==> src/rtl/riscv_types.sv <==
// Shared types for the ALU issue stage.
// Holds the datapath width, the register address type, the operand-select
// enums, the decoded-op and ALU-input bundles, and a helper that turns a
// register address into a one-hot scoreboard mask.
package riscv_types;

    localparam int XLEN = 32;

    typedef logic [4:0] rs_addr_t;

    typedef enum logic [1:0] {
        SRC1_RS1  = 2'd0,
        SRC1_PC   = 2'd1,
        SRC1_ZERO = 2'd2
    } src1_sel_t;

    typedef enum logic {
        SRC2_RS2 = 1'b0,
        SRC2_IMM = 1'b1
    } src2_sel_t;

    typedef enum logic [1:0] {
        LOGIC_XOR  = 2'd0,
        LOGIC_OR   = 2'd1,
        LOGIC_AND  = 2'd2,
        LOGIC_NONE = 2'd3
    } alu_logic_op_t;

    typedef struct packed {
        rs_addr_t      rs1_addr;
        rs_addr_t      rs2_addr;
        rs_addr_t      rd_addr;
        logic          rd_en;
        src1_sel_t     src1_sel;
        src2_sel_t     src2_sel;
        logic [XLEN-1:0] imm;
        logic [XLEN-1:0] pc;
        logic          is_unsigned;
        logic          subtract;
        logic          arith;
        logic          lshift;
        logic          shifter_path;
        logic          slt_path;
        alu_logic_op_t logic_op;
    } alu_dec_t;

    typedef struct packed {
        logic [XLEN:0]   in1;
        logic [XLEN:0]   in2;
        logic [XLEN-1:0] shifter_in;
        logic [4:0]      shift_amount;
        logic            subtract;
        logic            arith;
        logic            lshift;
        logic            shifter_path;
        logic            slt_path;
        alu_logic_op_t   logic_op;
    } alu_inputs_t;

    // One-hot mask selecting the scoreboard bit of a register.
    function automatic logic [31:0] addr_onehot(input rs_addr_t addr);
        return 32'h0000_0001 << addr;
    endfunction

endpackage

==> src/rtl/alu_issue_if.sv <==
// Bus bundle between the decoder, the issue stage, the ALU and writeback.
//   dec_*    : decoded-op handshake into the issue stage
//   issue_*  : operand bundle and destination handshake out to the ALU
//   wb_*     : ALU result writeback into the register file
//   flush    : discard the op held in the issue register
// slave is the issue stage's view, master is the surrounding pipeline's view.
interface alu_issue_if;
    import riscv_types::*;

    logic            dec_valid;
    logic            dec_ready;
    alu_dec_t        dec_op;
    logic            issue_valid;
    logic            issue_ready;
    alu_inputs_t     alu_inputs;
    rs_addr_t        issue_rd_addr;
    logic            issue_rd_en;
    logic            wb_en;
    rs_addr_t        wb_addr;
    logic [XLEN-1:0] wb_data;
    logic            flush;

    modport slave (
        input  dec_valid, dec_op, issue_ready, wb_en, wb_addr, wb_data, flush,
        output dec_ready, issue_valid, alu_inputs, issue_rd_addr, issue_rd_en
    );

    modport master (
        output dec_valid, dec_op, issue_ready, wb_en, wb_addr, wb_data, flush,
        input  dec_ready, issue_valid, alu_inputs, issue_rd_addr, issue_rd_en
    );

endinterface

==> src/rtl/alu_issue_reg_file.sv <==
// 32-entry integer register file: two asynchronous read ports, one
// synchronous write port, x0 hardwired to zero.
//   clk, rst     : clock and synchronous active-high reset (clears all entries)
//   ra1/ra2      : read addresses, rd1/rd2 read data
//   we, wa, wd   : write enable, address and data
module reg_file_2r1w
    import riscv_types::*;
#(
    parameter int XLEN = 32
) (
    input  logic            clk,
    input  logic            rst,
    input  rs_addr_t        ra1,
    input  rs_addr_t        ra2,
    output logic [XLEN-1:0] rd1,
    output logic [XLEN-1:0] rd2,
    input  logic            we,
    input  rs_addr_t        wa,
    input  logic [XLEN-1:0] wd
);

    logic [XLEN-1:0] regs_r [32];

    // Register storage: cleared on reset, x0 never written.
    always_ff @(posedge clk) begin
        if (rst) begin
            for (int i = 0; i < 32; i++) begin
                regs_r[i] <= '0;
            end
        end else if (we && (wa != 5'd0)) begin
            regs_r[wa] <= wd;
        end else begin
            regs_r <= regs_r;
        end
    end

    assign rd1 = (ra1 == 5'd0) ? '0 : regs_r[ra1];
    assign rd2 = (ra2 == 5'd0) ? '0 : regs_r[ra2];

endmodule

==> src/rtl/alu_issue.sv <==
// ALU issue stage: reads operands (with writeback bypass), tracks pending
// destinations in a scoreboard, and holds one op in a registered issue slot.
//   clk, rst : clock and synchronous active-high reset
//   bus      : alu_issue_if.slave (dec_*, issue_*, alu_inputs, wb_*, flush)
module alu_issue
    import riscv_types::*;
#(
    parameter int XLEN = riscv_types::XLEN
) (
    input  logic        clk,
    input  logic        rst,
    alu_issue_if.slave  bus
);

    alu_dec_t        op_s;
    logic [XLEN-1:0] rs1_rf_s, rs2_rf_s;
    logic [XLEN-1:0] rs1_val_s, rs2_val_s;
    logic [XLEN-1:0] src1_s, src2_s;
    logic [31:0]     sb_r, sb_next_s, live_s;
    logic [31:0]     wb_clr_s, flush_clr_s, set_s;
    logic            hazard_s, blocked_s, dec_ready_s, accept_s, flush_held_s;
    alu_inputs_t     ai_next_s, ai_r;
    logic            issue_valid_r, issue_rd_en_r;
    rs_addr_t        issue_rd_addr_r;

    assign op_s = bus.dec_op;

    reg_file_2r1w #(.XLEN(XLEN)) u_rf (
        .clk (clk),
        .rst (rst),
        .ra1 (op_s.rs1_addr),
        .ra2 (op_s.rs2_addr),
        .rd1 (rs1_rf_s),
        .rd2 (rs2_rf_s),
        .we  (bus.wb_en),
        .wa  (bus.wb_addr),
        .wd  (bus.wb_data)
    );

    // Source values, forwarding a same-cycle writeback to a matching non-x0 read.
    always_comb begin
        rs1_val_s = rs1_rf_s;
        rs2_val_s = rs2_rf_s;
        if (bus.wb_en && (bus.wb_addr == op_s.rs1_addr) && (op_s.rs1_addr != 5'd0)) begin
            rs1_val_s = bus.wb_data;
        end else begin
            rs1_val_s = rs1_rf_s;
        end
        if (bus.wb_en && (bus.wb_addr == op_s.rs2_addr) && (op_s.rs2_addr != 5'd0)) begin
            rs2_val_s = bus.wb_data;
        end else begin
            rs2_val_s = rs2_rf_s;
        end
    end

    // A writeback this cycle already satisfies its dependents, so it is masked
    // out before the hazard check.
    assign wb_clr_s = bus.wb_en ? addr_onehot(bus.wb_addr) : 32'd0;
    assign live_s   = sb_r & ~wb_clr_s;

    assign hazard_s = ((op_s.src1_sel == SRC1_RS1) && live_s[op_s.rs1_addr]) ||
                      ((op_s.src2_sel == SRC2_RS2) && live_s[op_s.rs2_addr]) ||
                      (op_s.rd_en && live_s[op_s.rd_addr]);
    assign blocked_s   = issue_valid_r && !bus.issue_ready;
    assign dec_ready_s = !rst && !bus.flush && !hazard_s && !blocked_s;
    assign accept_s    = bus.dec_valid && dec_ready_s;

    // Flush only discards an op that is not leaving through a handshake.
    assign flush_held_s = bus.flush && issue_valid_r && !bus.issue_ready;
    assign flush_clr_s  = (flush_held_s && issue_rd_en_r) ? addr_onehot(issue_rd_addr_r) : 32'd0;
    assign set_s        = (accept_s && op_s.rd_en && (op_s.rd_addr != 5'd0)) ?
                          addr_onehot(op_s.rd_addr) : 32'd0;
    // Set after clear so a same-cycle set of a bit wins; bit 0 is never pending.
    assign sb_next_s    = ((sb_r & ~wb_clr_s & ~flush_clr_s) | set_s) & ~32'd1;

    // Operand selection and ALU input bundle for the op being accepted.
    always_comb begin
        src1_s    = '0;
        src2_s    = '0;
        ai_next_s = '0;
        case (op_s.src1_sel)
            SRC1_RS1:  src1_s = rs1_val_s;
            SRC1_PC:   src1_s = op_s.pc;
            SRC1_ZERO: src1_s = '0;
            default:   src1_s = '0;
        endcase
        case (op_s.src2_sel)
            SRC2_RS2: src2_s = rs2_val_s;
            SRC2_IMM: src2_s = op_s.imm;
            default:  src2_s = op_s.imm;
        endcase
        ai_next_s.in1          = {(op_s.is_unsigned ? 1'b0 : src1_s[XLEN-1]), src1_s};
        ai_next_s.in2          = {(op_s.is_unsigned ? 1'b0 : src2_s[XLEN-1]), src2_s};
        ai_next_s.shifter_in   = rs1_val_s;
        ai_next_s.shift_amount = src2_s[4:0];
        ai_next_s.subtract     = op_s.subtract;
        ai_next_s.arith        = op_s.arith;
        ai_next_s.lshift       = op_s.lshift;
        ai_next_s.shifter_path = op_s.shifter_path;
        ai_next_s.slt_path     = op_s.slt_path;
        ai_next_s.logic_op     = op_s.logic_op;
    end

    // Pending-destination scoreboard.
    always_ff @(posedge clk) begin
        if (rst) begin
            sb_r <= 32'd0;
        end else begin
            sb_r <= sb_next_s;
        end
    end

    // One-deep issue register; payload only changes on accept so it stays
    // stable while the ALU back-pressures.
    always_ff @(posedge clk) begin
        if (rst) begin
            issue_valid_r   <= 1'b0;
            ai_r            <= '0;
            issue_rd_addr_r <= 5'd0;
            issue_rd_en_r   <= 1'b0;
        end else if (accept_s) begin
            issue_valid_r   <= 1'b1;
            ai_r            <= ai_next_s;
            issue_rd_addr_r <= op_s.rd_addr;
            issue_rd_en_r   <= op_s.rd_en;
        end else if (bus.flush || bus.issue_ready) begin
            issue_valid_r   <= 1'b0;
        end else begin
            issue_valid_r   <= issue_valid_r;
        end
    end

    assign bus.dec_ready     = dec_ready_s;
    assign bus.issue_valid   = issue_valid_r;
    assign bus.alu_inputs    = ai_r;
    assign bus.issue_rd_addr = issue_rd_addr_r;
    assign bus.issue_rd_en   = issue_rd_en_r;

endmodule

==> src/flat_wrapper.sv <==
// flat-port wrapper written by rule: the top's interface ports become plain ports
module alu_issue_flat import riscv_types::*;
#(
    parameter int XLEN = riscv_types::XLEN
)
  (clk, rst, bus_dec_valid, bus_dec_op, bus_issue_ready, bus_wb_en, bus_wb_addr, bus_wb_data, bus_flush, bus_dec_ready, bus_issue_valid, bus_alu_inputs, bus_issue_rd_addr, bus_issue_rd_en);
  alu_issue_if bus_i ();
  input  logic clk;
  input  logic rst;
  input wire logic [$bits(bus_i.dec_valid)-1:0] bus_dec_valid;
  input wire logic [$bits(bus_i.dec_op)-1:0] bus_dec_op;
  input wire logic [$bits(bus_i.issue_ready)-1:0] bus_issue_ready;
  input wire logic [$bits(bus_i.wb_en)-1:0] bus_wb_en;
  input wire logic [$bits(bus_i.wb_addr)-1:0] bus_wb_addr;
  input wire logic [$bits(bus_i.wb_data)-1:0] bus_wb_data;
  input wire logic [$bits(bus_i.flush)-1:0] bus_flush;
  output wire logic [$bits(bus_i.dec_ready)-1:0] bus_dec_ready;
  output wire logic [$bits(bus_i.issue_valid)-1:0] bus_issue_valid;
  output wire logic [$bits(bus_i.alu_inputs)-1:0] bus_alu_inputs;
  output wire logic [$bits(bus_i.issue_rd_addr)-1:0] bus_issue_rd_addr;
  output wire logic [$bits(bus_i.issue_rd_en)-1:0] bus_issue_rd_en;
  assign bus_i.dec_valid = bus_dec_valid;
  assign bus_i.dec_op = bus_dec_op;
  assign bus_i.issue_ready = bus_issue_ready;
  assign bus_i.wb_en = bus_wb_en;
  assign bus_i.wb_addr = bus_wb_addr;
  assign bus_i.wb_data = bus_wb_data;
  assign bus_i.flush = bus_flush;
  assign bus_dec_ready = bus_i.dec_ready;
  assign bus_issue_valid = bus_i.issue_valid;
  assign bus_alu_inputs = bus_i.alu_inputs;
  assign bus_issue_rd_addr = bus_i.issue_rd_addr;
  assign bus_issue_rd_en = bus_i.issue_rd_en;
  alu_issue #(.XLEN(XLEN)) u_core (.clk(clk), .rst(rst), .bus(bus_i));
endmodule
==> config.mk <==
export PLATFORM = sky130hd
export DESIGN_NAME = alu_issue_flat
export DESIGN_NICKNAME = d
export VERILOG_FILES = /design/src/rtl/riscv_types.sv /design/src/rtl/alu_issue_if.sv /design/src/rtl/alu_issue_reg_file.sv /design/src/rtl/alu_issue.sv /design/src/flat_wrapper.sv
export SDC_FILE = /design/constraint.sdc
export NUM_CORES = 2
export LEC_CHECK = 0
export ABC_AREA = 1
export CORE_ASPECT_RATIO = 1.25
export CORE_MARGIN = 5
export CORE_UTILIZATION = 55
export DETAILED_ROUTE_END_ITERATION = 10
export GPL_ROUTABILITY_DRIVEN = 0
export PLACE_DENSITY = 0.73
export RECOVER_POWER = 50
export REMOVE_ABC_BUFFERS = 1
export SLEW_MARGIN = 25
export SYNTH_ARGS = -nofsm -noshare
export SYNTH_HDL_FRONTEND = slang
export SYNTH_SLANG_ARGS = --single-unit
==> constraint.sdc <==
create_clock -name clk -period 5.5 [get_ports clk]
set_clock_uncertainty 0.15 [all_clocks]
set_input_delay 1.1 -clock clk [delete_from_list [all_inputs] [get_ports clk]]
set_output_delay 1.1 -clock clk [all_outputs]
set_load 0.02 [all_outputs]
# Word-level counts from Yosys, hierarchy flattened
# Index checks and enable logic that the tools add are counted.
[op_classes]
bitwise_logic = 9
reduce_logical = 35
shifts = 3
n_eq_ne = 3
n_mux = 28
n_lt_le_gt_ge = 7
[ops]
columns = ["operator", "count"]
rows = [
  ["bitwise mux 1024 bit", 1],
  ["two-way mux 32 bit", 12],
  ["binary-select mux 32 bit (select 5 bit)", 2],
  ["demux 32 bit (select 5 bit)", 1],
  ["case mux 32 bit (2 select lines)", 2],
  ["left shift 1 x 5 -> 32 bit (first input constant)", 3],
  ["bitwise AND 32 bit", 2],
  ["inverter 32 bit", 2],
  ["OR 32 bit", 1],
  ["nonzero test 5 bit", 4],
  ["logical AND 1 bit", 19],
  ["greater-or-equal comparator 6 bit (second input constant)", 3],
  ["< comparator 5 x 6 -> 1 bit (second input constant)", 3],
  ["inverter 5 -> 6 bit", 3],
  ["binary-select mux 1 bit (select 5 bit)", 3],
  ["== test 5 bit", 2],
  ["logical NOT 5 bit", 2],
  ["two-way mux 1 bit", 7],
  ["< comparator 6 x 1 -> 1 bit (second input constant)", 1],
  ["logical NOT 1 bit", 5],
  ["logical OR 1 bit", 3],
  ["== test 2 x 1 -> 1 bit (second input constant)", 1],
  ["logical NOT 2 bit", 1],
  ["nonzero test 2 bit", 1],
  ["inverter 1 bit", 1],
]
[word_totals]
output_inout_bits = 118
in_bits = 134
elab_cells = 132
ff_bits = 1173

# Logic depth before layout (Yosys ltp)
[depth]
ltp_word = 17
depth_mapped = 21
depth_no_buf = 18

# Modules after synthesis
# A second synthesis with hierarchy kept.
[unflattened]
cells_unflattened = 10096
hier_area_um2 = 63015.4
[by_module_without_submodules]
columns = ["module", "cells_each", "seq_area_each_um2", "area_each_um2", "n_inst"]
rows = [
  ["reg_file_2r1w", 8790, 20499.7, 54557.3, 1],
  ["alu_issue", 1306, 2862.7, 8458.1, 1],
]

# Worst setup path before layout
# No wires, ideal clock.
[synth_path]
path_kind = "input-to-output"
startpoint = "input port bus_wb_addr[3]"
endpoint = "output port bus_dec_ready"
path_buffers = 1
arrival_time_ns = 2.708
required_time_ns = 4.250
stages = 13
setup_slack_ns = 1.542
path_cell_list = "buf_2 -> nand2_1 -> nor2_1 -> nand2_2 -> nand2_1 -> nor2_1 -> nor2_1 -> nor2_1 -> a21oi_1 -> nand2_1 -> nand3_1 -> nand3_1 -> nor2_1"
[synth_via]
elab_chain_cells = 12
word_cells_on_any_way = 18
cone_classes = "1 x shift; 7 x mux; 2 x bitwise; 8 x reduce/logical"
[synth_rtl]
columns = ["element", "line", "text"]
rows = [
  ["from (decl)", "flat_wrapper.sv:14", "input wire logic [$bits(bus_i.wb_addr)-1:0] bus_wb_addr;"],
  ["left shift 1 x 5 -> 32 bit (*)", "riscv_types.sv:62", "return 32'h0000_0001 << addr;"],
  ["two-way mux 32 bit (*)", "alu_issue.sv:58", "assign wb_clr_s = bus.wb_en ? addr_onehot(bus.wb_addr) : 32'd0;"],
  ["inverter 32 bit (*)", "alu_issue.sv:59", "assign live_s = sb_r & ~wb_clr_s;"],
  ["bitwise AND 32 bit (*)", "alu_issue.sv:59", ""],
  ["binary-select mux 1 bit (select 5 bit) (on tied branches)", "alu_issue.sv:61, alu_issue.sv:62", ""],
  ["two-way mux 1 bit (on tied branches)", "alu_issue.sv:61, alu_issue.sv:62", ""],
  ["logical AND 1 bit (on tied branches)", "alu_issue.sv:61, alu_issue.sv:62", ""],
  ["logical OR 1 bit", "alu_issue.sv:61", "assign hazard_s = ((op_s.src1_sel == SRC1_RS1) && live_s[op_s.rs1_addr]) ||"],
  ["logical OR 1 bit (*)", "alu_issue.sv:62", "((op_s.src2_sel == SRC2_RS2) && live_s[op_s.rs2_addr]) ||"],
  ["logical NOT 1 bit (*)", "alu_issue.sv:65", "assign dec_ready_s = !rst && !bus.flush && !hazard_s && !blocked_s;"],
  ["logical AND 1 bit (*) (2 in a row)", "alu_issue.sv:65", ""],
  ["to (decl)", "flat_wrapper.sv:17", "output wire logic [$bits(bus_i.dec_ready)-1:0] bus_dec_ready;"],
]
# Mark *: on every way between the ends. The rest lies on a longest branch, timed or not. The select of a mux whose other input is x is not followed.

# Final worst setup path
# Same ends and word-level chain as after synthesis.

==> impl_metrics.py <==
metrics = {
    "floorplanning": {
        "die_h_um": 376,
        "rows": 134,
        "core-area_um2": 107000,
        "start_util": 0.552,
        "die_x_um": 303,
        "dieArea_um2": 114000,
        "io_pins": 252,
    },
    "logic_synthesis": {
        "synth_warnings": 0,
        "synthAdderAreaFrac": 0,
        "synth_top_family_by_area": "compound AO/OA/AOI/OAI gates",
        "synth_xor_area_frac": 0.000595,
        "synth-seq-cells": 1167,
        "avgSynthCellArea_um2": 6.84,
        "synthCells": 8612,
        "muxShareOfSynthArea": 0,
        "yosysSeqAreaShare": 0.397,
        "yosys.area_share.simple": 0.128,
        "ys_types": 39,
        "synth_compound_area_frac": 0.378,
        "syn_area_um2": 58900,
    },
    "routing": {
        "drtAntennaViolNets": 0,
        "wirelength_um": 242000,
        "first_pass_iters": 10,
        "drc": 0,
        "vias": 65331,
        "vias_per_cell": 6.70,
        "first_iter_violations": 11077,
        "wl_per_cell_um": 24.9,
    },
    "grt": {
        "grt_max_degree": 214,
        "grtUsageTotal": 0.403,
        "antenna_found_initial": 8,
        "grt_pass1_wl_um": 360000,
        "grt-ovfl-total": 0,
        "grt_pass1_vias": 59452,
    },
    "timing": {
        "setup-tns-final_ns": 0,
        "rsz0062_at_grt": "false",
        "finalCriticalPeriod_ns": 5.39,
        "max_freq_mhz": 185,
        "hold_viol": 0,
        "finalMaxSlewViolations": 490,
        "holdWs_ns": 0.291,
        "fin_crit_sh": 0.981,
        "worst-slew-pin-transition_ns": 3.37,
        "setup_viol": 0,
        "slew_headroom": -1.25,
    },
    "cts": {
        "cts_buffers": 117,
        "post-cts-setup-buffers": 0,
        "numClockSinks": 1167,
        "clkLatencyLatePin_ns": 0.73,
        "clk_path_buf_depth": 3,
        "htreeDepth": 3,
        "path_clk_slew_ns": 0.06,
        "root_buffer": "clkbuf_16",
        "cts_tree": "built",
    },
    "worst_hold_path": {
        "hp-class": "reg -> reg",
    },
    "status": {
        "outcome": "finished with violations",
        "violations": "max-capacitance violations, max-slew violations",
    },
    "job": {
        "maxCapViolCount": 5,
    },
    "setup_path": {
        "crit_path_start_kind": "input pin",
        "endpoint_kind": "primary output",
        "path_cells": "clkdlybuf4s50_1, nor2_1, buf_4, nand2_1, nor2_4, nor2_1, nand2_1, nand3_1, nand3_1, nand3_1, a21oi_1, nor2_2, nor2_1, clkdlybuf4s50_1",
        "crit_arrival_ns": 4.14,
        "crit_family": "buffers and inverters",
        "critPathKind": "in -> out",
        "slowest_stage": "clkdlybuf4s50_1",
        "crit_required_ns": 4.25,
        "path_max_fanout": 10,
        "cp_num_buf_inv": 3,
        "slowest_delay_ns": 0.66,
    },
    "final_layout": {
        "final_net_count": 8357,
        "drive_above_1_share": 0.0527,
        "syn_to_final_growth_pct": 11.7,
    },
    "power_and_ir_drop": {
        "p_per_area_nw_per_um2": 306,
        "power_mw": 20.1,
        "p_leak_nw": 23.0,
        "max-vdd-ir-drop_uv": 240,
    },
    "place": {
        "portBuffers": 251,
        "hpwl_um": 127000,
    },
}
==> metal layers <==
metal | routed length, um | track usage
met1 | 87700 | 0.508
met2 | 104000 | 0.617
met3 | 32000 | 0.0917
met4 | 19100 | 0.262
met5 | 77 | 0
==> power breakdown <==
group	total (mW)	switching (mW)	internal (mW)
sequential	8.66	0.0751	8.58
combinational	2.44	1.76	0.682
clock	8.99	3.63	5.37
total	20.1	5.46	14.6
==> cell usage after synthesis <==
library cell / count / share of area
o21ai_0: 2030 / 0.17
a21oi_1: 1718 / 0.15
dfxtp_1: 1167 / 0.40
clkbuf_1: 753 / 0.048
nand2_1: 705 / 0.045
inv_1: 537 / 0.034
nand3_1: 509 / 0.043
nor2_1: 436 / 0.028
o211ai_1: 238 / 0.030
buf_2: 82 / 0.0070
buf_1: 71 / 0.0045
o2111ai_1: 49 / 0.0073
nand4_1: 39 / 0.0041
nor4_1: 37 / 0.0039
a22oi_1: 31 / 0.0040
o221ai_1: 31 / 0.0046
nor3_1: 27 / 0.0023
a211oi_1: 24 / 0.0031
o22ai_1: 17 / 0.0018
clkinv_1: 16 / 0.0010
a311oi_1: 14 / 0.0021
o311ai_0: 12 / 0.0018
buf_4: 11 / 0.0014
o21ai_1: 11 / 0.00094
o31ai_1: 8 / 0.0010
o41ai_1: 8 / 0.0012
inv_2: 7 / 0.00045
a221oi_1: 5 / 0.00074
o21bai_1: 5 / 0.00064
xor2_1: 4 / 0.00059
nand3_2: 2 / 0.00034
a21boi_0: 1 / 0.00013
and3_1: 1 / 0.00011
nand2_2: 1 / 0.00011
nand3b_1: 1 / 0.00013
nor2_2: 1 / 0.00011
nor3_4: 1 / 0.00028
nor4_2: 1 / 0.00021
or2_2: 1 / 0.00011
==> metrics by stage <==
step	setup WS, ns	std cells	util	instance area [um^2]
finish	0.105	9757	0.616	65700
global route	0.0138	9754	0.616	65700
CTS	0.129	9752	0.617	65800
detailed placement	0.135	9532	0.576	61500
global placement	0.115	9531	0.576	61400
floorplan	-7.37	7695	-	55300
==> area by class of cell <==
type	count	area [um^2]
fill	9820	40900
multi-input combinational	5968	30100
sequential	1167	23400
timing repair buffer	409	3970
clock buffer	164	3500
inverter	560	2140
tap	1428	1790
clock inverter	56	841
antenna	5	12.5
==> state kept, by name, indices dropped and copies added (netlist names) <==
name / count
u_core.bus.issue_valid: 1
u_core.bus.alu_inputs: 105
u_core.sb_r: 31
u_core.bus.issue_rd_en: 1
u_core.u_rf.regs_r: 1024
u_core.bus.issue_rd_addr: 5
==> worst register-to-register path, stage by stage, from the launching register on <==
cell and delay (ns):
dfxtp_1 0.40, inv_1 0.06, nor2_1 0.24, nand2_1 0.11, nand3_1 0.09, nand3_1 0.07, nand3_1 0.12, nand2_1 0.07
nand2_1 0.06, nand2_1 0.08, nor2_2 0.19, nor2_1 0.12, buf_4 0.16, nand2_4 0.08, buf_12 0.40, nand2_1 0.22
a21oi_1 0.18
==> timing repair <==
action,CTS,global route
gates resized for setup,0,3
hold buffers,0,0
endpoints found under the setup margin,0,1
==> final timing paths <==
check	start	endpoint	slack, ns	cells after the start
setup / recovery	bus_wb_addr[3]	bus_dec_ready	0.11	14
setup reg to reg	u_core.sb_r[31]	u_core.bus.alu_inputs[12]	2.61	16
hold / removal	u_core.u_rf.regs_r[994]	u_core.u_rf.regs_r[994]	0.29	2
hold reg to reg	u_core.u_rf.regs_r[994]	u_core.u_rf.regs_r[994]	0.29	2
==> kinds of logic (layout without fill, tap and decap cells) <==
family                    after synthesis  in the layout
buffers and inverters                1477           1189
other                                   0              5
and+or+nand+nor                      1762           1762
DFF                                  1167           1167
xor gates and xnor gates                4              4
AOI/OAI and AO/OA                    4202           4202
==> cell usage in the layout, fill, tap and decap left out, types with 26 or more instances in the layout <==
master and count:
clkbuf_16 122, o211ai_1 238, nand2_1 702, nand4_1 39, dfxtp_1 1167, clkbuf_8 29
clkdlybuf4s50_1 125, clkinv_2 26, nor4_1 37, nand3_1 504, nor3_1 27, o21ai_0 2029
a21oi_1 1718, o221ai_1 31, nor2_1 408, a22oi_1 31, inv_1 526, dlygate4sd3_1 113
buf_4 126, o2111ai_1 49, nor2_4 28
(Power assumes the default switching activity.)
